## src/rtl/pipeline_stall_ctrl.sv

```systemverilog
// Pipeline advance/stall/flush controller for the five-stage LC-3b pipeline.
// Drives register load enables, bubbles, flushes and memory request gating.
module pipeline_stall_ctrl #(
  parameter int CNT_W = 16
) (
  input  logic             clk,
  input  logic             reset,
  input  logic             imem_resp,
  input  logic             dmem_req,
  input  logic             dmem_resp,
  input  logic             ex_mem_read,
  input  logic [2:0]       ex_dest,
  input  logic [2:0]       id_sr1,
  input  logic [2:0]       id_sr2,
  input  logic             id_uses_sr1,
  input  logic             id_uses_sr2,
  input  logic             branch_taken,
  output logic             imem_read,
  output logic             dmem_en,
  output logic             load_pc,
  output logic             load_if_id,
  output logic             load_id_ex,
  output logic             load_ex_mem,
  output logic             load_mem_wb,
  output logic             bubble_id_ex,
  output logic             flush_if_id,
  output logic             flush_id_ex,
  output logic             flush_ex_mem,
  output logic [CNT_W-1:0] stall_cycles,
  output logic [CNT_W-1:0] flush_count
);

  typedef struct packed {
    logic pc;
    logic if_id;
    logic id_ex;
    logic ex_mem;
    logic mem_wb;
    logic bubble;
    logic fl_if_id;
    logic fl_id_ex;
    logic fl_ex_mem;
  } ctrl_t;

  localparam logic [CNT_W-1:0] CNT_ONE = {{(CNT_W-1){1'b0}}, 1'b1};

  logic ifetch_done_q, ifetch_done_d;
  logic dmem_done_q, dmem_done_d;
  logic [CNT_W-1:0] stall_q, stall_d;
  logic [CNT_W-1:0] flush_q, flush_d;

  logic i_ok, d_ok, advance;
  logic hz, flush_mode, lu_mode;
  ctrl_t ctrl;

  // Handshake completion: a response counts in its own cycle or once captured.
  always_comb begin
    i_ok      = imem_resp | ifetch_done_q;
    d_ok      = ~dmem_req | dmem_resp | dmem_done_q;
    advance   = i_ok & d_ok & ~reset;
    imem_read = ~reset & ~ifetch_done_q;
    dmem_en   = ~reset & dmem_req & ~dmem_done_q;
  end

  // Load-use hazard between the load in EX and the sources read in ID.
  always_comb begin
    hz = ex_mem_read &
         ((id_uses_sr1 & (id_sr1 == ex_dest)) |
          (id_uses_sr2 & (id_sr2 == ex_dest)));
    flush_mode = advance & branch_taken;
    lu_mode    = advance & hz & ~branch_taken;
  end

  // Mode decode: freeze beats flush beats load-use beats normal.
  always_comb begin
    ctrl = '0;
    unique case (1'b1)
      ~advance: begin
        ctrl = '0;
      end
      flush_mode: begin
        ctrl.pc        = 1'b1;
        ctrl.if_id     = 1'b1;
        ctrl.id_ex     = 1'b1;
        ctrl.ex_mem    = 1'b1;
        ctrl.mem_wb    = 1'b1;
        ctrl.fl_if_id  = 1'b1;
        ctrl.fl_id_ex  = 1'b1;
        ctrl.fl_ex_mem = 1'b1;
      end
      lu_mode: begin
        ctrl.id_ex  = 1'b1;
        ctrl.ex_mem = 1'b1;
        ctrl.mem_wb = 1'b1;
        ctrl.bubble = 1'b1;
      end
      default: begin
        ctrl.pc     = 1'b1;
        ctrl.if_id  = 1'b1;
        ctrl.id_ex  = 1'b1;
        ctrl.ex_mem = 1'b1;
        ctrl.mem_wb = 1'b1;
      end
    endcase
  end

  // Drive the pipeline register controls from the decoded mode.
  always_comb begin
    load_pc      = ctrl.pc;
    load_if_id   = ctrl.if_id;
    load_id_ex   = ctrl.id_ex;
    load_ex_mem  = ctrl.ex_mem;
    load_mem_wb  = ctrl.mem_wb;
    bubble_id_ex = ctrl.bubble;
    flush_if_id  = ctrl.fl_if_id;
    flush_id_ex  = ctrl.fl_id_ex;
    flush_ex_mem = ctrl.fl_ex_mem;
    stall_cycles = stall_q;
    flush_count  = flush_q;
  end

  // Capture early responses so they are neither lost nor re-requested.
  always_comb begin
    ifetch_done_d = ifetch_done_q;
    dmem_done_d   = dmem_done_q;
    if (reset || advance) begin
      ifetch_done_d = 1'b0;
      dmem_done_d   = 1'b0;
    end else begin
      if (imem_resp) ifetch_done_d = 1'b1;
      if (dmem_resp && dmem_req) dmem_done_d = 1'b1;
    end
  end

  // Saturating counters for frozen cycles and branch flushes.
  always_comb begin
    stall_d = stall_q;
    flush_d = flush_q;
    if (reset) begin
      stall_d = '0;
      flush_d = '0;
    end else begin
      if (!advance && !(&stall_q)) stall_d = stall_q + CNT_ONE;
      if (flush_mode && !(&flush_q)) flush_d = flush_q + CNT_ONE;
    end
  end

  // State registers.
  always_ff @(posedge clk) begin
    ifetch_done_q <= ifetch_done_d;
    dmem_done_q   <= dmem_done_d;
    stall_q       <= stall_d;
    flush_q       <= flush_d;
  end

endmodule

```

## config.mk

```make
export PLATFORM = sky130hd
export DESIGN_NAME = pipeline_stall_ctrl
export DESIGN_NICKNAME = d
export VERILOG_FILES = /design/src/rtl/pipeline_stall_ctrl.sv
export SDC_FILE = /design/constraint.sdc
export NUM_CORES = 1
export LEC_CHECK = 0
export CORE_MARGIN = 2
export CORE_UTILIZATION = 46
export DETAILED_ROUTE_END_ITERATION = 8
export GPL_TIMING_DRIVEN = 0
export PLACE_DENSITY = 0.85
export SKIP_LAST_GASP = 1
export SYNTH_ARGS = -nofsm -noshare
export SYNTH_HDL_FRONTEND = slang
export SYNTH_SLANG_ARGS = --single-unit
export TNS_END_PERCENT = 20
```

## constraint.sdc

```tcl
create_clock -name clk -period 1.9 [get_ports clk]
set_input_delay 0.285 -clock clk [delete_from_list [all_inputs] [get_ports clk]]
set_output_delay 0.285 -clock clk [all_outputs]
set_load 0.005 [all_outputs]
```

==> results.cfg <==
[outcome]
status = complete, but fails checks
violations = negative setup slack

[logic_synthesis]
synth-seq-cells = 34
synth_edf_count = 0
yosysUniqueCellTypes = 41
yosysWarnings = 0
syn_area_per_cell_um2 = 8.45
syn-instance-count = 225
ys_async_sr_fraction = 0
synth_flop_cell = dfxtp_1
syn_nets = 245
ys_seq_area_frac = 0.358
synthesis.area_um2 = 1900

[worst_setup_path]
path_cells = or3b_4, nand3_4, clkbuf_8, inv_2, buf_4, dlygate4sd2_1
cp-start-kind = register
slowest_delay_ns = 0.43
worstPathMaxFanout = 4
r2r_cells = 5
crit_slowest_cell = or3b_4
crit_family = simple AND/OR/NAND/NOR gates
path_class = register to primary output
cp-end-kind = primary output
critPathBufInv = 4
worstPathRequired_ns = 1.62
worstPathArrival_ns = 1.71
path_depth = 6

[drt]
drt-total-wl_mm = 5.74
ant_nets = 0
via_per_inst = 6.02
drt_iter0_drc = 158
wl_per_cell_um = 16.1
drtPass1Iterations = 4
drcViolationCount = 0
num_vias = 2142

[final_layout]
fin_util = 0.707
syn_to_final_growth_pct = 48.7
layout-drive-gt1-share = 0.180
nNetsFinal = 326
n_fill_cell = 327
layout.cells.non_filler = 356
diodes = 0

[pwr]
power_w = 0.00145
power.leakage_nw = 1.01
power_density_nw_per_um2 = 511
switching_share = 0.254
pwr-share-clk = 0.361
seqPwrFrac = 0.508
combinationalPowerShare = 0.131
power_switching_w = 0.000367
ir_drop_mv = 0.462
internal_power_w = 0.00108

[floorplanning]
core_um2 = 4000
die-area_um2 = 4660
die_w_um = 68.3
row_count = 23
floorplan.die.height_um = 68.3
initial_core_util = 0.475
ios = 61

[sta]
slew_viol_final = 0
holdWs_ns = 0.357
slew_headroom = 0.606
fin_crit_sh = 1.05
hold_viol_final = 0
min_period_ns = 1.99
setup_viol_count_final = 12
grt_setup_unrepaired = yes
worst_slew_pin_slew_ns = 0.590
clock.fmax_mhz = 501
clock_skew_ns = 0.00273
setup_ws_ns = -0.0943

[clocking]
cts-buffers-inserted = 5
htree_num_levels = 2
clockBufferDepth = 2
cts.sinks = 34
tritoncts = done
root_buffer = clkbuf_8
clock_latency_ns = 0.30
ctsHoldBuffers = 0
clk_pin_slew_ns = 0.07

[place]
dp_hpwl_mm = 3.81
io_buffers = 60
numPlacedInstances = 335
gp_congestion = 0.782

[worst_hold_path]
holdPathStages = 2
hp-class = input pin to register

[grt]
grt_use_total = 0.259
grt.overflow.total = 0
grt_max_degree = 11
antenna_found_initial = 0
grt_pass1_vias = 1948
grt_pass1_wl_mm = 9.04

[run]
maxCapViolations = 0
-- cell type report --
| cell class | instances | area, um^2 | share of cell area |
|---|---|---|---|
| Multi-Input combinational cell | 167 | 1170 | 0.415 |
| Sequential cell | 34 | 687 | 0.243 |
| Inverter | 11 | 41.3 | 0.0146 |
| Clock buffer | 7 | 76.3 | 0.0270 |
| Tap cell | 50 | 62.6 | 0.0221 |
| Timing Repair Buffer | 74 | 678 | 0.240 |
| Buffer | 13 | 109 | 0.0385 |
-- repair_timing --
action                                  in CTS  in global routing
gates resized for setup                     59                  7
setup buffers                                9                  5
pin swaps                                   12                  7
endpoints found under the setup margin      36                 31
gates cloned                                 0                  0
-- sequential cells by signal, indices dropped and copies added, names as in the netlist --
register	flops
dmem_done_q	1
flush_count	16
stall_cycles	16
ifetch_done_q	1
-- cell usage in the layout, fill, tap and decap left out, types with 4 or more instances in the layout --
master	synthesis	final
clkdlybuf4s50_1	0	36
dfxtp_1	34	29
dlygate4sd2_1	0	20
buf_4	5	19
a21oi_1	19	18
nand3_1	14	13
nor2_1	12	12
or4_1	11	11
inv_1	11	10
nand4_1	10	10
nand2_1	10	9
o31ai_1	9	9
nor4_1	9	8
o41ai_1	7	7
o21ai_0	7	7
clkbuf_8	0	6
xnor2_1	6	6
buf_6	0	5
nor2b_1	5	5
mux2_2	5	5
o311ai_0	5	5
or3_1	5	5
dfxtp_2	0	5
nor3b_1	4	4
and4_1	4	4
nor3_1	4	4
-- Yosys cell counts, types with 4 or more instances --
| master | count | area share |
|---|---|---|
| nor2b_1 | 5 | 0.016 |
| nor2_1 | 12 | 0.024 |
| o41ai_1 | 7 | 0.032 |
| o21ai_0 | 7 | 0.018 |
| nand3_1 | 14 | 0.037 |
| nand4_1 | 10 | 0.033 |
| xnor2_1 | 6 | 0.028 |
| o311ai_0 | 5 | 0.023 |
| inv_1 | 11 | 0.022 |
| nor3_1 | 4 | 0.011 |
| or3_1 | 5 | 0.016 |
| buf_2 | 4 | 0.011 |
| nor3b_1 | 4 | 0.016 |
| or4_1 | 11 | 0.043 |
| a21oi_1 | 19 | 0.050 |
| dfxtp_1 | 34 | 0.36 |
| mux2_2 | 5 | 0.030 |
| and4_1 | 4 | 0.018 |
| nand2_1 | 10 | 0.020 |
| buf_4 | 5 | 0.020 |
| nor4_1 | 9 | 0.030 |
| o31ai_1 | 9 | 0.036 |
-- cells by family (layout without fill, tap and decap cells) --
logic type                 after synthesis  count (layout)  synth area share
xor gates and xnor gates                 6               6            0.0276
and+or+nand+nor                         95              95             0.296
buffers and inverters                   24             105            0.0599
adders and majority gates                2               2            0.0132
DFF                                     34              34             0.358
muxes                                    5               5            0.0296
AOI/OAI and AO/OA                       59              59             0.215
-- metal layers --
metal | global-route usage | part of all wire | wire (um)
met1 | 0.317 | 0.43 | 2480
met2 | 0.445 | 0.49 | 2790
met3 | 0.0477 | 0.058 | 331
met4 | 0.105 | 0.025 | 143
met5 | 0 | 0 | 0
-- final timing paths --
check	from	endpoint	slack, ns
setup reg to reg	dmem_done_q	stall_cycles[11]	-0.08
hold reg to reg	ifetch_done_q	dmem_done_q	0.49
setup / recovery	dmem_done_q	flush_id_ex	-0.09
hold / removal	dmem_resp	ifetch_done_q	0.36
-- metrics by stage --
stage	instance area [um^2]	setup slack [ns]	TNS, ns
final	2830	-0.0943	-0.541
after floorplan	1900	0.0886	0
after global placement	2560	-1.00	-15.64
after global routing	2830	-0.179	-2.21
after detailed placement	2560	-1.04	-17.30
after CTS	2770	-0.184	-1.94
-- power by group through the flow --
stage               sequential [W]  clock (W)  combinational (W)
global placement          0.000748          0           0.000164
global route              0.000735   0.000548           0.000205
finish                    0.000734   0.000521           0.000190
floorplan                 0.000746          0          0.0000717
detailed placement        0.000748          0           0.000168
CTS                       0.000732   0.000521           0.000187
-- worst register-to-register path, stage by stage (launching register included) --
cell,delay [ns]
dfxtp_2,0.32
buf_4,0.14
nor3b_1,0.40
o211ai_1,0.24
or4b_2,0.67
a21oi_1,0.15
Note: power is estimated with default switching activity, not from simulation.
